--- src/rtl/rv_structs.sv ---
// rtl/rv_structs.sv - shared types and encodings for the load/store unit
// Contents:
//   lsu_state_t         sequencer states (idle, bus access in flight)
//   F3_B/H/W/BU/HU      funct3 access size/sign encodings for loads and stores
package rv_structs;

    typedef enum logic [0:0] {
        LSU_IDLE   = 1'b0,
        LSU_ACCESS = 1'b1
    } lsu_state_t;

    localparam logic [2:0] F3_B  = 3'b000;
    localparam logic [2:0] F3_H  = 3'b001;
    localparam logic [2:0] F3_W  = 3'b010;
    localparam logic [2:0] F3_BU = 3'b100;
    localparam logic [2:0] F3_HU = 3'b101;

endpackage

--- src/rtl/rv_lsu_ld_align.sv ---
// rtl/rv_lsu_ld_align.sv - selects and extends the loaded byte/half/word
// Ports:
//   rdata    in  32  raw bus read data
//   addr_lo  in  2   low address bits of the load
//   funct3   in  3   load size/sign
//   data     out 32  aligned, sign- or zero-extended load data
module rv_lsu_ld_align
    import rv_structs::*;
(
    input  logic [31:0] rdata,
    input  logic [1:0]  addr_lo,
    input  logic [2:0]  funct3,
    output logic [31:0] data
);

    logic [7:0]  sel_b;
    logic [15:0] sel_h;

    always_comb begin
        sel_b = rdata[7:0];
        case (addr_lo)
            2'd0: sel_b = rdata[7:0];
            2'd1: sel_b = rdata[15:8];
            2'd2: sel_b = rdata[23:16];
            2'd3: sel_b = rdata[31:24];
            default: sel_b = rdata[7:0];
        endcase
        sel_h = addr_lo[1] ? rdata[31:16] : rdata[15:0];

        case (funct3)
            F3_B:    data = {{24{sel_b[7]}}, sel_b};
            F3_BU:   data = {24'd0, sel_b};
            F3_H:    data = {{16{sel_h[15]}}, sel_h};
            F3_HU:   data = {16'd0, sel_h};
            default: data = rdata;
        endcase
    end

endmodule

--- src/rtl/rv_lsu_ctrl.sv ---
// rtl/rv_lsu_ctrl.sv - load/store sequencer between execute stage and data bus
// Optional build macro: RV_LSU_MISALIGN_EN (reject misaligned half/word ops, adds o_misalign)
// Ports:
//   i_clk, i_reset_n                 clock, synchronous active-low reset
//   i_valid/i_load/i_store           execute-stage op qualifiers
//   i_addr/i_wdata/i_wsel/i_funct3   op address, store data, byte enables, size/sign
//   i_rd                             load destination register
//   o_stall                          holds execute and upstream stages
//   o_ld_valid/o_ld_data/o_ld_rd     one-cycle load writeback
//   o_bus_req/we/addr/wdata/wsel     registered data-bus request
//   i_bus_ack/i_bus_rdata            bus completion and read data
//   o_bus_err                        one-cycle pulse on timeout abort
//   o_misalign                       one-cycle pulse on rejected op (macro only)
module rv_lsu_ctrl
    import rv_structs::*;
#(
    parameter int TIMEOUT = 16
) (
    input  logic        i_clk,
    input  logic        i_reset_n,
    input  logic        i_valid,
    input  logic        i_load,
    input  logic        i_store,
    input  logic [31:0] i_addr,
    input  logic [31:0] i_wdata,
    input  logic [3:0]  i_wsel,
    input  logic [2:0]  i_funct3,
    input  logic [4:0]  i_rd,
    output logic        o_stall,
    output logic        o_ld_valid,
    output logic [31:0] o_ld_data,
    output logic [4:0]  o_ld_rd,
    output logic        o_bus_req,
    output logic        o_bus_we,
    output logic [31:0] o_bus_addr,
    output logic [31:0] o_bus_wdata,
    output logic [3:0]  o_bus_wsel,
    input  logic        i_bus_ack,
    input  logic [31:0] i_bus_rdata,
`ifdef RV_LSU_MISALIGN_EN
    output logic        o_misalign,
`endif
    output logic        o_bus_err
);

    localparam int              CNT_W    = (TIMEOUT > 1) ? $clog2(TIMEOUT) : 1;
    localparam logic [CNT_W-1:0] CNT_LAST = CNT_W'((TIMEOUT > 0) ? TIMEOUT - 1 : 0);

    lsu_state_t       state, state_nxt;
    logic [CNT_W-1:0] count;
    logic             mem_op;
    logic             op_take;
    logic             op_start;
    logic             timeout_hit;
    logic             op_load;
    logic [1:0]       op_addr_lo;
    logic [2:0]       op_funct3;
    logic [4:0]       op_rd;
    logic [31:0]      ld_ext;

    assign mem_op = i_valid & (i_load | i_store);

`ifdef RV_LSU_MISALIGN_EN
    logic bad_align;

    assign bad_align = (((i_funct3 == F3_H) || (i_funct3 == F3_HU)) && i_addr[0])
                     || ((i_funct3 == F3_W) && (i_addr[1:0] != 2'b00));
    // The cycle after a rejection is a release cycle: the held op is not
    // re-examined, so the stall lasts exactly one cycle.
    assign op_take  = mem_op & ~o_misalign;
    assign op_start = op_take & ~bad_align;

    always_ff @(posedge i_clk) begin
        if (!i_reset_n) begin
            o_misalign <= 1'b0;
        end else begin
            o_misalign <= (state == LSU_IDLE) & op_take & bad_align;
        end
    end
`else
    assign op_take  = mem_op;
    assign op_start = mem_op;
`endif

    // Ack in the same cycle as the last count wins over the abort.
    assign timeout_hit = (TIMEOUT > 0) && (state == LSU_ACCESS)
                      && (count == CNT_LAST) && !i_bus_ack;

    always_ff @(posedge i_clk) begin
        if (!i_reset_n) begin
            state <= LSU_IDLE;
        end else begin
            state <= state_nxt;
        end
    end

    always_comb begin
        state_nxt = state;
        o_stall   = 1'b0;
        case (state)
            LSU_IDLE: begin
                o_stall = op_take;
                if (op_start) begin
                    state_nxt = LSU_ACCESS;
                end
            end
            LSU_ACCESS: begin
                o_stall = ~i_bus_ack & ~timeout_hit;
                if (i_bus_ack || timeout_hit) begin
                    state_nxt = LSU_IDLE;
                end
            end
            default: state_nxt = LSU_IDLE;
        endcase
    end

    always_ff @(posedge i_clk) begin
        if (!i_reset_n) begin
            count <= '0;
        end else if ((state == LSU_IDLE) && op_start) begin
            count <= '0;
        end else if ((state == LSU_ACCESS) && !i_bus_ack) begin
            count <= count + CNT_W'(1);
        end
    end

    rv_lsu_ld_align u_ld_align (
        .rdata   (i_bus_rdata),
        .addr_lo (op_addr_lo),
        .funct3  (op_funct3),
        .data    (ld_ext)
    );

    always_ff @(posedge i_clk) begin
        if (!i_reset_n) begin
            o_ld_valid  <= 1'b0;
            o_ld_data   <= '0;
            o_ld_rd     <= '0;
            o_bus_req   <= 1'b0;
            o_bus_we    <= 1'b0;
            o_bus_addr  <= '0;
            o_bus_wdata <= '0;
            o_bus_wsel  <= '0;
            o_bus_err   <= 1'b0;
            op_load     <= 1'b0;
            op_addr_lo  <= '0;
            op_funct3   <= '0;
            op_rd       <= '0;
        end else begin
            o_ld_valid <= 1'b0;
            o_bus_err  <= 1'b0;
            if ((state == LSU_IDLE) && op_start) begin
                o_bus_req   <= 1'b1;
                o_bus_we    <= i_store;
                o_bus_addr  <= {i_addr[31:2], 2'b00};
                o_bus_wdata <= i_wdata;
                o_bus_wsel  <= i_store ? i_wsel : 4'b1111;
                op_load     <= i_load;
                op_addr_lo  <= i_addr[1:0];
                op_funct3   <= i_funct3;
                op_rd       <= i_rd;
            end else if (state == LSU_ACCESS) begin
                if (i_bus_ack) begin
                    o_bus_req <= 1'b0;
                    if (op_load) begin
                        o_ld_valid <= 1'b1;
                        o_ld_data  <= ld_ext;
                        o_ld_rd    <= op_rd;
                    end
                end else if (timeout_hit) begin
                    o_bus_req <= 1'b0;
                    o_bus_err <= 1'b1;
                end
            end
        end
    end

endmodule

--- config.mk ---
export PLATFORM = sky130hd
export DESIGN_NAME = rv_lsu_ctrl
export DESIGN_NICKNAME = d
export VERILOG_FILES = /design/src/rtl/rv_structs.sv /design/src/rtl/rv_lsu_ld_align.sv /design/src/rtl/rv_lsu_ctrl.sv
export SDC_FILE = /design/constraint.sdc
export NUM_CORES = 1
export LEC_CHECK = 0
export ABC_AREA = 1
export BUFFER_PORTS_ARGS = -buffer_cell sky130_fd_sc_hd__buf_4
export CORE_MARGIN = 2
export CORE_UTILIZATION = 47
export DETAILED_ROUTE_END_ITERATION = 6
export HOLD_SLACK_MARGIN = 0.02
export PLACE_DENSITY = 0.8
export SKIP_CTS_REPAIR_TIMING = 1
export SYNTH_ARGS = -nofsm -noshare
export SYNTH_HDL_FRONTEND = slang
export SYNTH_SLANG_ARGS = --single-unit
export TNS_END_PERCENT = 50
--- constraint.sdc ---
create_clock -name i_clk -period 1.5 [get_ports i_clk]
set_clock_uncertainty 0.15 [all_clocks]
set_input_delay 0.3 -clock i_clk [delete_from_list [all_inputs] [get_ports i_clk]]
set_output_delay 0.3 -clock i_clk [all_outputs]
set_load 0.005 [all_outputs]
## After elaboration in Yosys (flattened, before gate mapping)

Cells that the tools add are included.
W data, S select, Z words.

- Word-level logic and storage cells: 60
- Register bits: 123
- Output and inout bits: 110

- Equal/unequal tests: 7
- $add $sub $neg: 1
- Reductions and logical operators: 15
- Multiplexer cells: 14
- Bitwise logic cells: 8

Operators with widths:

| cell | count |
|---|---|
| $pmux W32 S4 | 1 |
| $pmux W8 S4 | 1 |
| $mux W16 | 1 |
| $mux W1 | 8 |
| $reduce_or A4 Y1 | 2 |
| $eq A3 B3 Y1 const B | 2 |
| $not A1 Y1 | 5 |
| $add A4 B1 Y4 const B | 1 |
| $eq A2 B2 Y1 const B | 2 |
| $eq A4 B4 Y1 const B | 1 |
| $logic_and A1 B1 Y1 | 4 |
| $mux W4 | 1 |
| $pmux W1 S2 | 2 |
| $reduce_and A4 Y1 | 1 |
| $eq A3 B1 Y1 const B | 1 |
| $logic_not A3 Y1 | 1 |
| $reduce_bool A3 Y1 | 1 |
| $and A1 B1 Y1 | 2 |
| $eq A2 B1 Y1 const B | 1 |
| $logic_not A2 Y1 | 1 |
| $reduce_and A2 Y1 | 1 |
| $reduce_bool A2 Y1 | 1 |
| $reduce_or A2 Y1 | 1 |
| $logic_not A1 Y1 | 1 |
| 2 further kinds | 2 |

## Longest topological paths before layout

- Depth in word-level cells: 7
- Gate-level depth with buffers: 10
- Depth with buffers taken out: 9

## Modules after synthesis

From an unflattened synthesis, not the netlist that was laid out.

- Cells, all modules: 721
- Area, all modules: 5320.1 um^2

By module, submodules not included:

| module | instances | cells an instance | area each (um^2) |
|---|---|---|---|
| rv_lsu_ctrl | 1 | 551 | 4396.7 |
| rv_lsu_ld_align | 1 | 170 | 923.4 |

## Worst setup path before layout

OpenSTA, ideal clock, no wires.

- Path type: reg2out
- From: reg state
- To: out o_stall
- Cell stages (with the launch flop): 7
- Required time: 1050 ps
- Path slack: 101 ps
- Buffers on the path: 1
- Arrival time: 949 ps
- Cell sequence: dfxtp_1 -> inv_2 -> nand2_1 -> nor2_1 -> inv_2 -> clkbuf_1 -> nand2_1

- Word-level cells in the longest chain between the ends: 5

Ends and longest elaborated chain:

| what | RTL line | text |
|---|---|---|
| from (decl) | rv_lsu_ctrl.sv:49 | `lsu_state_t state, state_nxt;` |
| from (signal assigned) | rv_lsu_ctrl.sv:93 | `state <= state_nxt;` |
| $logic_and A1 B1 Y1 (2 in series) | rv_lsu_ctrl.sv:87 | `&& (count == CNT_LAST) && !i_bus_ack;` |
| $not A1 Y1 | rv_lsu_ctrl.sv:108 | `o_stall = ~i_bus_ack & ~timeout_hit;` |
| $and A1 B1 Y1 | rv_lsu_ctrl.sv:108 |  |
| $pmux W1 S2 * | rv_lsu_ctrl.sv:100 | `case (state)` |
| to (decl) | rv_lsu_ctrl.sv:29 | `output logic o_stall,` |

Mark *: on every way between the ends. The rest lies on a longest branch, timed or not.

## Worst setup path after layout

Ends and elaborated chain as after synthesis.

==> results.py <==
metrics = {
    "grt": {
        "grt_util_met3": 0.08216,
        "first_global_vias": 5295,
        "grt_first_pass_wirelength_um": 24500,
        "grtUsageMet1": 0.3041,
        "antenna_found_initial": 1,
        "grtUsageMet2": 0.4739,
        "maximum_number_of_pins_on_one_net_before_global_route_repair": 55,
        "globalRouteOverflowTotal": 0,
        "grt-busiest-layer": "met2",
        "track_usage": 0.2732,
    },
    "power": {
        "power.combinational.fraction": 0.184,
        "net-switching-power_uw": 2663,
        "power.density_cell_area_nw_per_um2": 1093,
        "p_int_uw": 6951,
        "p_leak_uw": 0.004169,
        "switching_share": 0.2770,
        "vdd_ir_drop_max_mv": 0.7624,
        "seq_power_share": 0.376,
        "clkPwrFrac": 0.440,
    },
    "placed_design": {
        "gpl.final_weighted_congestion": 0.8962,
        "dp_slack_ns": -0.1135,
        "port-buffer-count": 221,
        "dpl_cell_area_um2": 6863,
        "dp.final_hpwl_um": 11250,
    },
    "timing": {
        "timing.final.max_slew_violations": 0,
        "whs_ns": -0.03094,
        "finalHoldViolCount": 4,
        "final_cycle_share": 1.241,
        "setup_viol_count_final": 31,
        "grt_setup_unrepaired": "yes",
        "fin_tns_setup_ns": -1.326,
        "fin_ws_ns": -0.3609,
        "fmax_ghz": 0.5374,
        "layout_min_cycle_time_ns": 1.861,
    },
    "critical_path": {
        "worst_ep_required_time_ns": 1.05,
        "r2r_end": "o_bus_addr[24]",
        "cp_max_fo": 3,
        "worstReg2RegStart": "state",
        "worst-endpoint-arrival_ns": 1.41,
        "ff2ff_path_depth": 7,
        "critPathCaptureType": "output pin",
        "slowest_stage": "sky130_fd_sc_hd__dfxtp_2",
        "r2r_setup_slack_ns": -0.12,
        "path_cells": "inv_2, buf_4, nor2_4, nand2_4, nand2_2, buf_6",
        "worst-setup-path-type": "flop to output pin",
        "critPathLaunchType": "flop",
        "crit_path_max_incr_delay_ns": 0.35,
    },
    "synth": {
        "synth_area_leaders": "sky130_fd_sc_hd__dfxtp_1 50%, sky130_fd_sc_hd__nor2_1 12%, sky130_fd_sc_hd__o21ai_0 10%, sky130_fd_sc_hd__nand2_1 6.0%, sky130_fd_sc_hd__a21oi_1 5.1%",
        "most_used_dff_post_synth": "sky130_fd_sc_hd__dfxtp_1",
        "post_synth_inst_count": 651,
        "post_synth.cell_area_avg_um2": 7.553,
        "distinct_cell_type_count_after_synthesis": 33,
        "post_synth_instance_area_um2": 4917,
        "synth_top_area_frac": 0.5008,
        "yosysSeqAreaShare": 0.5008,
        "synth.largest_area_cell": "sky130_fd_sc_hd__dfxtp_1",
        "yosysWarningCount": 0,
        "synth_edf_count": 0,
        "ys_async_sr_fraction": 0,
        "synth-seq-cells": 123,
    },
    "detailed_routing": {
        "first_pass_iters": 5,
        "routed_via_density": 5.559,
        "antenna_violating_nets_post_route": 0,
        "detail_route.wirelength_um": 22110,
        "drc": 0,
        "vias": 6365,
        "drt_iter0_drc": 483,
        "wl_per_cell_um": 19.31,
    },
    "run_status": {
        "result_of_the_run": "complete, but fails checks",
        "violations": "negative hold slack, negative setup slack",
    },
    "worst_hold_path": {
        "worstHoldStart": "i_bus_rdata[15]",
        "min_delay_path_depth": 5,
        "min_delay_worst_endpoint": "o_ld_data[15]",
        "hp-class": "primary input to flop",
    },
    "finish": {
        "final_nets": 1110,
        "fillCellCount": 468,
        "flow.area_growth_from_synthesis_pct": 78.93,
        "finish.instance_area_um2": 8798,
        "drive_above_1_share": 0.3512,
    },
    "job": {
        "cap_violations": 0,
    },
    "cts": {
        "clk_pin_slew_worst_paths_ns": 0.06,
        "worst_skew_pair.late_latency_ns": 0.51,
        "clock_buffers_created_by_tritoncts": 17,
        "clk_path_buf_depth": 2,
        "htree_num_levels": 4,
        "cts-root-buf": "sky130_fd_sc_hd__clkbuf_8",
        "tritoncts": "built",
        "cts_num_sinks": 123,
    },
    "die": {
        "design.core.area_um2": 10230,
        "ios": 224,
        "fp.dieW_um": 106.3,
        "die-area_um2": 11300,
        "floorplan.initialDensity": 0.4806,
        "placementRows": 37,
        "fp.dieH_um": 106.3,
    },
}
==> area by class of cell <==
type                       count  area [um2]  area share
timing repair buffer         368        3149      0.3579
inverter                      35       141.4     0.01607
clock inverter                14       182.7     0.02076
clock buffer                  18       417.9     0.04750
antenna                        1       2.502   0.0002844
multi-input combinational    450        2261      0.2570
tap                          136       170.2     0.01934
sequential                   123        2474      0.2811
==> per-layer routing <==
metal,vias to the layer above,wire (um)
met3,121,1939
met5,-,0
met4,0,1190
met2,460,11350
met1,2970,7634
li1,2814,-
==> registers in the layout, indices dropped and copies added, names as in the netlist, 2 cells and up <==
signal and cells:
o_bus_addr 30, o_ld_rd 5, op_addr_lo 2, op_funct3 3, op_rd 5, o_ld_data 32, o_bus_wdata 32, o_bus_wsel 4
count 4
==> synthesized netlist by cell type (2+ instances only) <==
master / number
sky130_fd_sc_hd__a21o_1: 7
sky130_fd_sc_hd__a21oi_1: 50
sky130_fd_sc_hd__a21oi_2: 3
sky130_fd_sc_hd__buf_2: 10
sky130_fd_sc_hd__buf_4: 6
sky130_fd_sc_hd__buf_6: 3
sky130_fd_sc_hd__clkbuf_1: 25
sky130_fd_sc_hd__dfxtp_1: 123
sky130_fd_sc_hd__inv_1: 28
sky130_fd_sc_hd__inv_2: 6
sky130_fd_sc_hd__nand2_1: 79
sky130_fd_sc_hd__nand2_2: 4
sky130_fd_sc_hd__nand3_1: 7
sky130_fd_sc_hd__nand3_2: 2
sky130_fd_sc_hd__nand4_1: 9
sky130_fd_sc_hd__nor2_1: 157
sky130_fd_sc_hd__o21a_1: 8
sky130_fd_sc_hd__o21ai_0: 103
sky130_fd_sc_hd__o221a_2: 4
sky130_fd_sc_hd__o22ai_1: 3
sky130_fd_sc_hd__xnor2_1: 2
==> cell usage in the layout (no fill, tap or decap), types with 2 or more instances in the layout <==
cell type / count
sky130_fd_sc_hd__o22ai_1: 3
sky130_fd_sc_hd__nand2_4: 5
sky130_fd_sc_hd__a21o_1: 7
sky130_fd_sc_hd__o21ai_0: 98
sky130_fd_sc_hd__inv_2: 3
sky130_fd_sc_hd__inv_1: 28
sky130_fd_sc_hd__dlygate4sd3_1: 103
sky130_fd_sc_hd__inv_4: 2
sky130_fd_sc_hd__nand2_2: 8
sky130_fd_sc_hd__nor2_2: 4
sky130_fd_sc_hd__nor2_4: 5
sky130_fd_sc_hd__xnor2_1: 2
sky130_fd_sc_hd__buf_12: 8
sky130_fd_sc_hd__nand2_1: 71
sky130_fd_sc_hd__nand3_1: 5
sky130_fd_sc_hd__o21a_1: 8
sky130_fd_sc_hd__a21oi_1: 39
sky130_fd_sc_hd__clkinvlp_4: 3
sky130_fd_sc_hd__buf_4: 253
sky130_fd_sc_hd__clkbuf_16: 17
sky130_fd_sc_hd__a21oi_2: 14
sky130_fd_sc_hd__o21ai_1: 5
sky130_fd_sc_hd__nand3_4: 2
sky130_fd_sc_hd__buf_6: 3
sky130_fd_sc_hd__conb_1: 2
sky130_fd_sc_hd__inv_6: 6
sky130_fd_sc_hd__nand4_1: 9
sky130_fd_sc_hd__nor2_1: 150
sky130_fd_sc_hd__bufinv_16: 3
sky130_fd_sc_hd__o221a_2: 4
sky130_fd_sc_hd__dfxtp_2: 3
sky130_fd_sc_hd__dfxtp_1: 118
sky130_fd_sc_hd__clkinv_4: 3
sky130_fd_sc_hd__nand3_2: 2
sky130_fd_sc_hd__dfxtp_4: 2
==> through the flow <==
stage                 util  hold slack (ns)  power, uW  instances
floorplan                -           0.2849       4208        652
global placement    0.6708           0.2960       4916        997
detailed placement  0.6708           0.3021       4948        997
CTS                 0.7295          -0.1617       9096       1029
global route        0.8600          0.01924       9852       1145
finish              0.8600         -0.03094       9614       1145
==> worst max-delay path, delay by kind of cell (launching register included) <==
kind / cells / cell delay, ns
and+or+nand+nor: 3 / 0.27
DFF: 1 / 0.35
buffers and inverters: 3 / 0.28
==> power by group through the flow <==
stage,sequential [uW],clock [uW],combinational [uW]
5_1_grt,3630,4360,1870
3_5_place_dp,3640,0,1300
3_3_place_gp,3640,0,1270
2_1_floorplan,3650,0,560
6_report,3620,4230,1770
4_1_cts,3580,4200,1310
==> how the worst max path moves through the flow <==
stage          startpoint        endpoint  slack [ns]  cells past startpoint
6_report            state         o_stall       -0.36                      6
5_1_grt             state         o_stall       -0.40                      6
4_1_cts          count[1]         o_stall       -0.61                      5
3_5_place_dp       i_load  o_bus_addr[25]       -0.11                      7
3_3_place_gp       i_load  o_bus_addr[24]       -0.03                      7
2_1_floorplan       state         o_stall        0.10                      6
==> logic make-up after synthesis <==
kind of cell / synth area share
compound gates: 0.2031
xor+xnor: 0.003563
fa+ha+maj: 0.002544
buf+inv: 0.07201
flops: 0.5008
other cells: 0.0007626
simple gates: 0.2173
No activity file was read; power rests on OpenSTA's default activity.
